### config.mk
export PLATFORM = sky130hd
export DESIGN_NAME = lzs_bitpack
export DESIGN_NICKNAME = d
export VERILOG_FILES = /design/src/rtl/lzs_bitpack.sv
export SDC_FILE = /design/constraint.sdc
export NUM_CORES = 1
export LEC_CHECK = 0
export BUFFER_PORTS_ARGS = -buffer_cell sky130_fd_sc_hd__buf_4
export CAP_MARGIN = 20
export CORE_MARGIN = 4
export CORE_UTILIZATION = 36
export CTS_CLUSTER_DIAMETER = 200
export DETAILED_ROUTE_END_ITERATION = 6
export PLACE_DENSITY = 0.53
export SYNTH_ARGS = -nofsm -noshare
export SYNTH_HDL_FRONTEND = slang
export SYNTH_SLANG_ARGS = --single-unit
### constraint.sdc
create_clock -name clk -period 5.8 [get_ports clk]
set_input_delay 0.58 -clock clk [delete_from_list [all_inputs] [get_ports clk]]
set_output_delay 0.58 -clock clk [all_outputs]
set_load 0.05 [all_outputs]
### src/rtl/lzs_bitpack.sv
// LZS bit packer: encodes literal/match/end tokens into LZS variable-length codes
// and packs them MSB-first into 64-bit output words, flushing a padded tail at end-of-stream.
module lzs_bitpack #(
  parameter int LZF_WIDTH = 20
) (
  input  logic                 clk,
  input  logic                 rst,
  input  logic                 tok_valid,
  output logic                 tok_ready,
  input  logic                 tok_end,
  input  logic                 tok_type,
  input  logic [7:0]           tok_lit,
  input  logic [10:0]          tok_off,
  input  logic [4:0]           tok_len,
  input  logic                 fo_full,
  output logic                 fo_wen,
  output logic [63:0]          fo_data,
  output logic [3:0]           fo_bytes,
  output logic                 fo_last,
  output logic [LZF_WIDTH-1:0] out_cnt,
  output logic                 err,
  output logic                 done
);

  typedef enum logic [1:0] {
    S_RUN,
    S_FLUSH,
    S_DONE
  } state_t;

  state_t               r_state;
  logic                 r_pad;
  logic [127:0]         r_bbuf;
  logic [6:0]           r_cnt;
  logic [LZF_WIDTH-1:0] r_out_cnt;
  logic                 r_err;

  logic [25:0]  w_enc;
  logic [20:0]  w_code;
  logic [4:0]   w_n;
  logic [20:0]  w_code_l;
  logic [127:0] w_ins;
  logic [6:0]   w_take;
  logic         w_ready;
  logic         w_acc;
  logic         w_illegal;

  // Returns {code length, code right-aligned in 21 bits}; the end marker is
  // the short-offset match prefix with offset 0 and no length field.
  function automatic logic [25:0] f_encode(input logic        end_i,
                                           input logic        typ,
                                           input logic [7:0]  lit,
                                           input logic [10:0] off,
                                           input logic [4:0]  len);
    logic [20:0] code;
    logic [4:0]  n;
    logic [7:0]  lcode;
    logic [4:0]  ln;
    code  = '0;
    n     = '0;
    lcode = '0;
    ln    = '0;
    if (end_i) begin
      code = 21'h000180;
      n    = 5'd9;
    end else if (!typ) begin
      code = {13'b0, lit};
      n    = 5'd9;
    end else begin
      if (len <= 5'd4) begin
        lcode = {6'b0, 2'(len - 5'd2)};
        ln    = 5'd2;
      end else if (len <= 5'd7) begin
        lcode = {4'b0, 2'b11, 2'(len - 5'd5)};
        ln    = 5'd4;
      end else begin
        lcode = {4'b1111, 4'(len - 5'd8)};
        ln    = 5'd8;
      end
      if (off < 11'd128) begin
        code = {12'b0, 2'b11, off[6:0]};
        n    = 5'd9 + ln;
      end else begin
        code = {8'b0, 2'b10, off};
        n    = 5'd13 + ln;
      end
      code = (code << ln) | {13'b0, lcode};
    end
    return {n, code};
  endfunction

  function automatic logic f_illegal(input logic        typ,
                                     input logic [10:0] off,
                                     input logic [4:0]  len);
    return typ && ((off == 11'd0) || (len < 5'd2) || (len > 5'd22));
  endfunction

  assign w_enc     = f_encode(tok_end, tok_type, tok_lit, tok_off, tok_len);
  assign w_n       = w_enc[25:21];
  assign w_code    = w_enc[20:0];
  assign w_code_l  = w_code << (5'd21 - w_n);
  assign w_ins     = {w_code_l, 107'b0} >> r_cnt;
  assign w_illegal = f_illegal(tok_type, tok_off, tok_len);

  assign w_take  = (r_cnt >= 7'd64) ? 7'd64 : r_cnt;
  assign w_ready = (r_state == S_RUN) && (r_cnt < 7'd64);
  assign w_acc   = tok_valid && w_ready;

  assign tok_ready = w_ready;
  assign fo_wen    = !fo_full &&
                     (((r_state == S_RUN) && (r_cnt >= 7'd64)) ||
                      ((r_state == S_FLUSH) && !r_pad && (r_cnt != 7'd0)));
  assign fo_data   = r_bbuf[127:64];
  assign fo_bytes  = w_take[6:3];
  assign fo_last   = (r_state == S_FLUSH) && (r_cnt <= 7'd64);
  assign out_cnt   = r_out_cnt;
  assign err       = r_err;
  assign done      = (r_state == S_DONE);

  // A write and a token acceptance never coincide: acceptance needs cnt<64,
  // a RUN-state write needs cnt>=64, and FLUSH never accepts tokens.
  always_ff @(posedge clk or posedge rst) begin
    if (rst) begin
      r_state   <= S_RUN;
      r_pad     <= 1'b0;
      r_bbuf    <= '0;
      r_cnt     <= '0;
      r_out_cnt <= '0;
      r_err     <= 1'b0;
    end else begin
      if (fo_wen) begin
        r_bbuf    <= r_bbuf << 64;
        r_cnt     <= r_cnt - w_take;
        r_out_cnt <= r_out_cnt + LZF_WIDTH'(fo_bytes);
        if ((r_state == S_FLUSH) && (r_cnt == w_take)) r_state <= S_DONE;
      end else if (w_acc) begin
        if (tok_end) begin
          r_bbuf  <= r_bbuf | w_ins;
          r_cnt   <= r_cnt + {2'b0, w_n};
          r_state <= S_FLUSH;
          r_pad   <= 1'b1;
        end else if (w_illegal) begin
          r_err <= 1'b1;
        end else begin
          r_bbuf <= r_bbuf | w_ins;
          r_cnt  <= r_cnt + {2'b0, w_n};
        end
      end else if ((r_state == S_FLUSH) && r_pad) begin
        // Bits below cnt are always zero, so byte padding is a count change only.
        r_cnt <= (r_cnt + 7'd7) & 7'h78;
        r_pad <= 1'b0;
      end
    end
  end

endmodule

==> results of run 1 <==
-- cells by family after synthesis --
logic type | count (synthesis) | share of synthesized area
multiplexers | 70 | 0.0791
adder cells (fa/ha/maj) | 16 | 0.0201
AND/OR/NAND/NOR | 398 | 0.183
buffers and inverters | 174 | 0.0881
flip-flops | 159 | 0.372
AO/OA/AOI/OAI | 337 | 0.236
XOR/XNOR | 26 | 0.0213
other | 1 | 0.000351
-- cell type report --
class	instances	area [µm²]	share of cell area
clock inverter	11	105	0.00873
multi-input combinational	848	5780	0.480
sequential	159	3980	0.330
inverter	34	133	0.0110
timing repair buffer	147	1120	0.0927
tap	384	480	0.0399
clock buffer	21	450	0.0374
-- registers in the layout (all words and copies together) (netlist names) --
register and cells:
r_bbuf 128, out_cnt 20, r_cnt 7, r_state 2
err 1, r_pad 1
-- worst paths after layout --
check                                start          to  slack [ns]  cells past startpoint
min in group clk                       err         err        0.47                      1
worst min-delay path                   rst  r_bbuf[37]        0.33                      2
max in group asynchronous              rst  r_bbuf[28]        4.12                      3
worst max-delay path            tok_len[1]  r_bbuf[91]        0.73                     19
worst max register to register    r_cnt[6]  r_bbuf[91]        1.97                      7
worst min register to register         err         err        0.47                      1
-- power by group --
| part | switching, mW | total (mW) | internal [mW] |
|---|---|---|---|
| registers | 0.189 | 1.50 | 1.32 |
| logic | 2.12 | 3.07 | 0.951 |
| clock network | 0.481 | 1.09 | 0.607 |
-- through the flow --
step / area, µm² / utilization / hold WS, ns
final: 12000 / 0.415 / 0.331
after global routing: 12000 / 0.415 / 0.417
after CTS: 12000 / 0.415 / 0.381
after detailed placement: 11500 / 0.396 / 0.458
after global placement: 11500 / 0.396 / 0.447
after floorplan: 10700 / - / 0.444
-- cells in the final DEF, fill, tap and decap left out, types with 8 or more instances in the layout --
cell type,n
nand2_1,90
xnor2_1,21
o21ai_0,38
nor2b_1,9
mux2_2,8
a31oi_1,15
o221ai_1,21
and2_1,56
mux2i_1,50
o31ai_1,16
nand3_1,30
a221oi_1,12
o22ai_1,20
nor2_1,129
dfrtp_1,159
or3_1,8
o21ai_1,16
a22o_1,12
mux4_2,10
nand2b_1,9
a22oi_1,15
a21oi_1,45
a21o_1,11
ha_1,14
o211ai_1,11
nor3_1,21
a211oi_1,9
nand4_1,8
clkbuf_16,17
o21a_1,8
buf_4,146
inv_1,29
-- metal layers --
layer / up-vias / wire (µm)
met3: 49 / 2360
met2: 370 / 15500
met4: 0 / 687
met5: - / 0
met1: 4644 / 16600
li1: 4333 / -
==> impl_metrics.csv, run 1 <==
group,metric,value,unit
finish,num_antenna_cells,0,
synth,yosys.area.top_type,"dfrtp_1",
grt,grt_antenna_before_repair,0,
synth,synth_top_area_share,0.372,
clocking,maximum_buffer_depth_of_the_clock_tree,2,
route,totalWireLength,35.2,mm
grt,vias_in_the_first_global_route,9184,
grt,grtUsageMet3,0.0458,
synth,synth.ff_latch_count,159,
outcome,run_status,"complete, no violations",
route,detail_route.wl_per_cell,22.0,µm
pwr,total_power,5.66,mW
sta,final.setup_skew,0.0127,ns
floorplanning,design.die.area,32500,µm²
sta,setup_slack_of_the_critical_path_after_layout,0.730,ns
clocking,post-cts-setup-buffers,0,
route,drt_first_iter_violations,836,
sta,unrepaired_setup_endpoints_after_global_routing,"false",
finish,finalNetCount,1253,
route,postRouteAntennaNets,0,
synth,synth-main-ff-cell,"dfrtp_1",
critical_path,timing.critical_path.slowest_stage_cell,"o311ai_0",
finish,num-fill-cells,2952,
place,place_hpwl,25.2,mm
sta,timing_worst_slew_pin_value,1.07,ns
floorplanning,floorplan.core_area,29000,µm²
synth,yosysWarnings,0,
sta,final-setup-viol-count,0,
clocking,cts_hold_repair_buffers,0,
grt,grt_met1_usage,0.312,
pwr,powerDensity,470,nW/µm²
critical_path,critical_path_cell_by_cell,"buf_4, ha_1, nand3b_2, nand3_1, inv_1, ha_1, inv_1, nor2_1, ha_1, buf_4, or2_2, a21oi_1, a211oi_2, o32a_1, o21ai_1, o21ai_1, o21ai_0, a22oi_1, o311ai_0",
floorplanning,io_pins,123,
sta,setup_tns,0,ns
synth,synth.top_cells.by_area,"dfrtp_1 (37%), buf_4 (4.9%), mux2i_1 (4.7%)",
place,placed_cells,1572,
finish,final_layout_size_suffix_gt1_frac,0.190,
clocking,tritoncts,"built",
synth,syn-num-nets,1227,
critical_path,timing.setup.critical_path_class,"in -> reg",
job,drv.max_cap_violation_count,0,
pwr,peak_supply_drop,0.225,mV
sta,slew-limit-headroom,0.286,
sta,slew_viol_final,0,
clocking,post_cts_resized,0,
sta,min_period,5.07,ns
synth,synth_edf_count,0,
clocking,clock_insertion_delay_worst_skew,0.43,ns
synth,syn-cell-area,10700,µm²
synth,synth_most_common_cell,"dfrtp_1",
clocking,clk_transition_reported_paths,0.07,ns
route,viasPerCell,5.86,
sta,layout_worst_path_cycle_share,0.874,
synth,synthDistinctLibCells,101,
clocking,cts-htree-levels,4,
critical_path,cp.arrival,5.32,ns
clocking,cts_num_sinks,159,
sta,hold_viol_final,0,
route,detailroute.via_count,9396,
place,placement.io_buffers,122,
finish,final_cells,1604,
critical_path,critPathMaxFanout,18,
route,detailedRoute.firstPassIterationCount,5,
floorplanning,fp-row-count,62,
synth,post_synth_most_frequent_cells,"dfrtp_1 (159), nor2_1 (129), nand2_1 (90)",
floorplanning,die-width,180,µm
floorplanning,starting_density,0.369,
critical_path,critical_path_source_type,"input port",
critical_path,crit_top_cell,"ha_1",
synth,syn_avg_cell_area,9.05,µm²
place,gp_congestion,0.932,
route,drcViolationCount,0,
clocking,clock_root_cell,"clkbuf_16",
critical_path,end_kind,"flip-flop",
grt,busiest_layer,"met2",
pwr,power.leakage,5.55,nW
critical_path,critPathBufInv,4,
grt,first_pass_grt_wire_length,55.4,mm
synth,post_synth_inst_count,1181,
grt,grt_remaining_overflow,0,
sta,fmax,0.197,GHz
critical_path,worst-endpoint-required,6.05,ns
place,dp_worst_setup_slack,0.460,ns
grt,gr-usage-met2,0.316,
synth,async_sr_flop_fraction,1.00,
critical_path,critical_path.top_delay_family,"compound AO/OA/AOI/OAI gates",
finish,area_delta_synth_final,12.6,%
clocking,cts-buffers-inserted,17,
synth,seq_area_frac_synth,0.372,
floorplanning,fp.dieH,180,µm
critical_path,slowest_delay,0.64,ns
worst_hold_path,timing.hold.worst.class,"in -> async",
grt,grt_max_degree,130,
grt,global_route.usage.total,0.211,
(Power assumes the default switching activity.)
==> run 2, diff against run 1 <==
--- a/config.mk
+++ b/config.mk
@@ -5,13 +5,14 @@
 export SDC_FILE = /design/constraint.sdc
 export NUM_CORES = 1
 export LEC_CHECK = 0
+export ABC_AREA = 1
 export BUFFER_PORTS_ARGS = -buffer_cell sky130_fd_sc_hd__buf_4
 export CAP_MARGIN = 20
 export CORE_MARGIN = 4
 export CORE_UTILIZATION = 36
 export CTS_CLUSTER_DIAMETER = 200
 export DETAILED_ROUTE_END_ITERATION = 6
-export PLACE_DENSITY = 0.53
+export PLACE_DENSITY = 0.49
 export SYNTH_ARGS = -nofsm -noshare
 export SYNTH_HDL_FRONTEND = slang
 export SYNTH_SLANG_ARGS = --single-unit
==> run 2 against run 1 <==
Global-route usage is 1.7 points higher. Worst setup slack better by 0.79 ns. Sequential share of layout area is 3.0 points lower. Via count is 24% higher. Highest routed layer unchanged.
==> impl_metrics.csv, run 2 <==
group,metric,value,unit
synth,async_sr_flop_fraction,1.00,
critical_path,timing.rr.start,"r_cnt[0]",
grt,global_route.usage.total,0.229,
clocking,post-cts-setup-buffers,0,
floorplanning,design.die.area,36200,µm²
floorplanning,fp-row-count,66,
synth,yosys.area.top_type,"dfrtp_1",
route,detail_route.wl_per_cell,18.6,µm
grt,first_pass_grt_wire_length,65.8,mm
route,detailroute.via_count,11700,
clocking,cts_num_sinks,159,
synth,synth_top_area_share,0.332,
sta,setup_tns,0,ns
clocking,cts-buffers-inserted,17,
synth,syn-num-nets,1796,
place,placement.io_buffers,122,
sta,hold_viol_final,0,
critical_path,end_kind,"flip-flop",
route,totalWireLength,41.1,mm
finish,fin_util,0.405,
clocking,cts_hold_repair_buffers,0,
job,drv.max_cap_violation_count,0,
place,gp_congestion,0.902,
place,place_hpwl,28.8,mm
synth,synth_edf_count,0,
grt,grt_antenna_before_repair,0,
floorplanning,die-width,190,µm
finish,multiInputGateArea,6500,µm²
route,drt_first_iter_violations,890,
sta,min_period,4.28,ns
synth,syn-cell-area,12000,µm²
synth,post_synth_most_frequent_cells,"nand2_1 (499), nand3_1 (254), dfrtp_1 (159)",
grt,vias_in_the_first_global_route,11400,
synth,yosysWarnings,0,
synth,seq_area_frac_synth,0.332,
pwr,power.leakage,6.78,nW
critical_path,worst-endpoint-required,6.14,ns
grt,grt_remaining_overflow,0,
finish,num_antenna_cells,0,
finish,area_delta_synth_final,10.6,%
floorplanning,fp.dieH,190,µm
synth,syn_avg_cell_area,6.84,µm²
clocking,cts-htree-levels,4,
critical_path,critical_path_source_type,"input port",
sta,final.setup_skew,0.0181,ns
sta,fmax,0.233,GHz
sta,final-setup-viol-count,0,
synth,synth.ff_latch_count,159,
sta,layout_worst_path_cycle_share,0.738,
clocking,clock_insertion_delay_worst_skew,0.46,ns
finish,most-common-layout-cells,"nand2_1 (499), nand3_1 (254), dfrtp_1 (159)",
finish,largest_register_ffs,128,
clocking,maximum_buffer_depth_of_the_clock_tree,2,
sta,slew-limit-headroom,0.294,
critical_path,crit_path_start,"tok_len[0]",
floorplanning,starting_density,0.366,
clocking,tritoncts,"built",
clocking,clk_transition_reported_paths,0.07,ns
pwr,peak_supply_drop,0.207,mV
place,placedInstanceArea,12700,µm²
critical_path,cp.arrival,4.62,ns
finish,num-fill-cells,3570,
route,drcViolationCount,0,
sta,timing_worst_slew_pin_value,1.06,ns
grt,grt_max_degree,77,
synth,synth-main-ff-cell,"dfrtp_1",
finish,finalNetCount,1798,
synth,synthDistinctLibCells,57,
finish,layout.cells.most_common,"nand2_1",
route,postRouteAntennaNets,0,
route,detailedRoute.firstPassIterationCount,5,
critical_path,critPathMaxFanout,29,
route,viasPerCell,5.28,
sta,slew_viol_final,0,
floorplanning,floorplan.core_area,32700,µm²
sta,finalHoldWorstSlack,0.268,ns
finish,register_area,3980,µm²
synth,synth.top_cells.by_area,"dfrtp_1 (33%), nand2_1 (16%), nand3_1 (11%)",
critical_path,timing.setup.critical_path_class,"in -> reg",
pwr,powerDensity,195,nW/µm²
clocking,clock_root_cell,"clkbuf_16",
sta,unrepaired_setup_endpoints_after_global_routing,"false",
finish,final_layout_size_suffix_gt1_frac,0.153,
synth,synth_most_common_cell,"nand2_1",
finish,regMostFlops,"r_bbuf",
worst_hold_path,timing.hold.worst.class,"in -> async",
outcome,run_status,"complete, no violations",
synth,post_synth_inst_count,1750,
floorplanning,io_pins,123,
finish,finalInstanceArea,13200,µm²
clocking,post_cts_resized,0,
-- run 2: layout make-up --
| cell class | instances | share of cell area |
|---|---|---|
| Clock buffer | 18 | 0.0332 |
| Clock inverter | 14 | 0.0100 |
| Inverter | 144 | 0.0416 |
| Multi-Input combinational cell | 1286 | 0.491 |
| Sequential cell | 159 | 0.301 |
| Tap cell | 442 | 0.0418 |
| Timing Repair Buffer | 144 | 0.0817 |
-- run 2: final timing paths --
check	to	slack (ns)	cells after the start
setup / recovery	r_bbuf[67]	1.52	28
hold / removal	out_cnt[19]	0.27	2
setup reg to reg	out_cnt[18]	1.98	13
hold reg to reg	err	0.48	1
max in group asynchronous	r_bbuf[23]	4.41	3
min in group clk	err	0.48	1
-- run 2: cells by family (layout without fill, tap and decap cells) --
family,after synthesis,count (layout),share of synthesized area
adders and majority gates,16,16,0.0180
DFF,159,159,0.332
AOI/OAI and AO/OA,229,229,0.119
buffers and inverters,305,320,0.126
other,1,1,0.000313
muxes,1,1,0.000836
xor gates and xnor gates,19,19,0.0170
and+or+nand+nor,1020,1020,0.386
-- run 2: layer usage --
layer | vias to the layer above | part of all wire | track usage
li1 | 5729 | - | -
met1 | 5554 | 0.48 | 0.322
met2 | 316 | 0.45 | 0.365
met3 | 51 | 0.046 | 0.0372
met4 | 0 | 0.022 | 0.0649
met5 | - | 0 | 0
-- run 2: metrics by stage --
step	cells	power, mW	setup WS [ns]
3_5_place_dp	2175	1.48	1.07
6_report	2207	2.58	1.52
4_1_cts	2207	2.61	1.55
3_3_place_gp	2175	1.48	1.10
5_1_grt	2207	2.70	1.05
2_1_floorplan	1750	1.37	0.928
-- run 2: critical path, stage by stage --
cell and delay [ns]:
buf_4 0.12, inv_1 0.06, ha_1 0.20, inv_1 0.07, nand2_2 0.08, nand2_4 0.29, nand3_4 0.16, inv_2 0.12
ha_1 0.23, inv_1 0.09, nor2_1 0.07, ha_1 0.29, inv_1 0.46, nor2_1 0.17, and3_1 0.20, nor2_1 0.08
nand2_1 0.08, nand4_1 0.14, nand3_1 0.13, nand2_1 0.12, nand2_1 0.14, nand3_1 0.12, nand3_1 0.15, and2_1 0.23
nand2_1 0.07, nand2_1 0.05, nand2_1 0.05, nand2_1 0.05
-- run 2: report_power, final --
group	switching [mW]	total (mW)	internal, mW
clock network	0.519	1.13	0.606
logic	0.252	0.349	0.0972
registers	0	1.11	1.11
total	0.771	2.58	1.81
==> run 3, diff against run 2 <==
--- a/config.mk
+++ b/config.mk
@@ -5,14 +5,14 @@
 export SDC_FILE = /design/constraint.sdc
 export NUM_CORES = 1
 export LEC_CHECK = 0
-export ABC_AREA = 1
+export ABC_AREA = 0
 export BUFFER_PORTS_ARGS = -buffer_cell sky130_fd_sc_hd__buf_4
 export CAP_MARGIN = 20
 export CORE_MARGIN = 4
 export CORE_UTILIZATION = 36
 export CTS_CLUSTER_DIAMETER = 200
 export DETAILED_ROUTE_END_ITERATION = 6
-export PLACE_DENSITY = 0.49
+export PLACE_DENSITY = 0.52
 export SYNTH_ARGS = -nofsm -noshare
 export SYNTH_HDL_FRONTEND = slang
 export SYNTH_SLANG_ARGS = --single-unit
==> constraint.sdc (replaced) <==
create_clock -name clk -period 3.7 [get_ports clk]
set_input_delay 0.37 -clock clk [delete_from_list [all_inputs] [get_ports clk]]
set_output_delay 0.37 -clock clk [all_outputs]
set_load 0.05 [all_outputs]
==> run 3 against run 2 <==
The flow now finishes with violations (negative setup slack). Final area grew 3.9%. Total power increased to 3.7 times the previous value. Cell count down 21%. Clock skew down 0.0075 ns. Wire length down 10%. Via count is 15% lower. Sequential share of layout area shrank 1.1 points. Die area fell by 10%. Worst hold slack got worse by 0.15 ns. Critical path type unchanged. Largest cell class unchanged. Largest power group is now combinational cells.
==> impl_metrics.csv, run 3 (synthesized netlist as in run 1, its figures left out) <==
group,metric,value,unit
place,gp_congestion,0.931,
floorplanning,fp.dieH,180,µm
critical_path,critPathMaxFanout,11,
clocking,maximum_buffer_depth_of_the_clock_tree,2,
critical_path,end_kind,"flip-flop",
clocking,cts_hold_repair_buffers,0,
grt,vias_in_the_first_global_route,9607,
sta,final.setup_skew,0.0106,ns
critical_path,timing.critical_path.slowest_stage_cell,"mux4_2",
floorplanning,starting_density,0.369,
place,placement.io_buffers,122,
finish,num_antenna_cells,0,
route,detail_route.wl_per_cell,21.1,µm
grt,global_route.usage.total,0.221,
critical_path,slowest_delay,0.60,ns
sta,slew_viol_final,0,
sta,fmax,0.266,GHz
pwr,powerDensity,694,nW/µm²
finish,layout.cells.most_common,"buf_4",
route,totalWireLength,36.9,mm
clocking,tritoncts,"built",
sta,layout_worst_path_cycle_share,1.02,
sta,slew-limit-headroom,0.429,
sta,final-setup-viol-count,5,
floorplanning,floorplan.core_area,29000,µm²
finish,regMostFlops,"r_bbuf",
clocking,cts-buffers-inserted,17,
sta,setup_slack_of_the_critical_path_after_layout,-0.0658,ns
critical_path,timing.setup.critical_path_class,"in -> reg",
grt,grt_remaining_overflow,0,
clocking,cts-htree-levels,4,
floorplanning,design.die.area,32500,µm²
grt,grt_antenna_before_repair,1,
pwr,total_power,9.54,mW
critical_path,crit_top_cell,"ha_4",
sta,hold_viol_final,0,
clocking,clk_transition_reported_paths,0.07,ns
grt,grt_max_degree,130,
finish,area_delta_synth_final,28.6,%
outcome,failed_checks,"negative setup slack",
finish,finalNetCount,1397,
finish,final_layout_size_suffix_gt1_frac,0.328,
critical_path,critical_path_source_type,"input port",
floorplanning,fp-row-count,62,
finish,largest_register_ffs,128,
sta,min_period,3.77,ns
place,place_hpwl,27.2,mm
route,postRouteAntennaNets,0,
critical_path,critical_path_cell_by_cell,"buf_6, or4_4, ha_4, inv_4, nor2_4, ha_4, or2_4, a211oi_1, a32oi_1, o31ai_2, a22o_1, a22oi_2, inv_1, mux4_2, mux2i_1, buf_4, o21ai_1",
outcome,run_status,"finished, violations left",
floorplanning,die-width,180,µm
pwr,peak_supply_drop,0.332,mV
sta,timing_worst_slew_pin_value,0.855,ns
route,detailedRoute.firstPassIterationCount,5,
finish,num-fill-cells,2808,
critical_path,worst-endpoint-required,3.98,ns
critical_path,cp.arrival,4.05,ns
route,drt_first_iter_violations,810,
floorplanning,io_pins,123,
place,dp_worst_setup_slack,-0.805,ns
finish,most-common-layout-cells,"buf_4 (274), dfrtp_1 (159), nor2_1 (124)",
route,viasPerCell,5.68,
worst_hold_path,timing.hold.worst.class,"in -> async",
pwr,power.leakage,6.38,nW
job,drv.max_cap_violation_count,0,
clocking,clock_root_cell,"clkbuf_16",
clocking,clock_insertion_delay_worst_skew,0.43,ns
critical_path,critical_path.top_delay_family,"compound AO/OA/AOI/OAI gates",
grt,first_pass_grt_wire_length,57.8,mm
route,drcViolationCount,0,
route,detailroute.via_count,9920,
clocking,cts_num_sinks,159,
critical_path,critPathBufInv,4,
sta,unrepaired_setup_endpoints_after_global_routing,"true",
[run 3: timing repair]
item,4_1_cts,5_1_grt
endpoints found under the setup margin,70,56
gates resized for setup,38,43
buffers inserted,6,8
pin swaps,8,15
[run 3: worst register-to-register path: stages, from the launching register on]
cell and delay [ns]:
dfrtp_1 0.45, nor3_1 0.33, nand2_1 0.27, nor4_1 0.54
buf_4 0.26, nand2_1 0.41, or3_1 0.52, a21oi_1 0.13
[run 3: where the power goes]
group / switching (mW) / internal, mW
registers: 0.282 / 2.06
clock network: 0.804 / 0.951
logic: 3.55 / 1.89
total: 4.64 / 4.90
[run 3: path summary, 6_finish.rpt]
kind                            depth (start not counted)  slack, ns          to       start
worst min register to register                          1       0.46         err         err
worst max register to register                          7       0.72  r_bbuf[57]  r_state[0]
worst max-delay path                                   17      -0.07  r_bbuf[63]  tok_off[7]
max in group asynchronous                               3       2.76  r_bbuf[98]         rst
worst min-delay path                                    2       0.11  r_bbuf[39]         rst
min in group clk                                        1       0.46         err         err
[run 3: per-layer routing]
layer	up-vias	track usage	wire length, µm
met5	-	0	13
met4	2	0.0448	525
met3	43	0.0396	2190
met2	327	0.334	16400
met1	4905	0.333	17800
li1	4643	-	-
[run 3: area by class of cell]
class	count	area [µm²]	area share
Multi-Input combinational cell	848	6280	0.456
Sequential cell	159	3980	0.289
Timing Repair Buffer	291	2300	0.167
Tap cell	384	480	0.0349
Clock buffer	18	429	0.0312
Clock inverter	14	144	0.0105
Inverter	34	141	0.0103
[run 3: stage by stage]
step | instance area, µm² | setup TNS [ns] | util | hold slack, ns | instances
6_report | 13800 | -0.166 | 0.474 | 0.114 | 1748
5_1_grt | 13800 | -1.37 | 0.474 | 0.169 | 1748
4_1_cts | 13500 | 0 | 0.465 | 0.136 | 1740
3_5_place_dp | 12700 | -49.41 | 0.437 | 0.450 | 1702
3_3_place_gp | 12700 | -44.60 | 0.437 | 0.447 | 1702
2_1_floorplan | 10900 | -15.96 | - | 0.444 | 1181
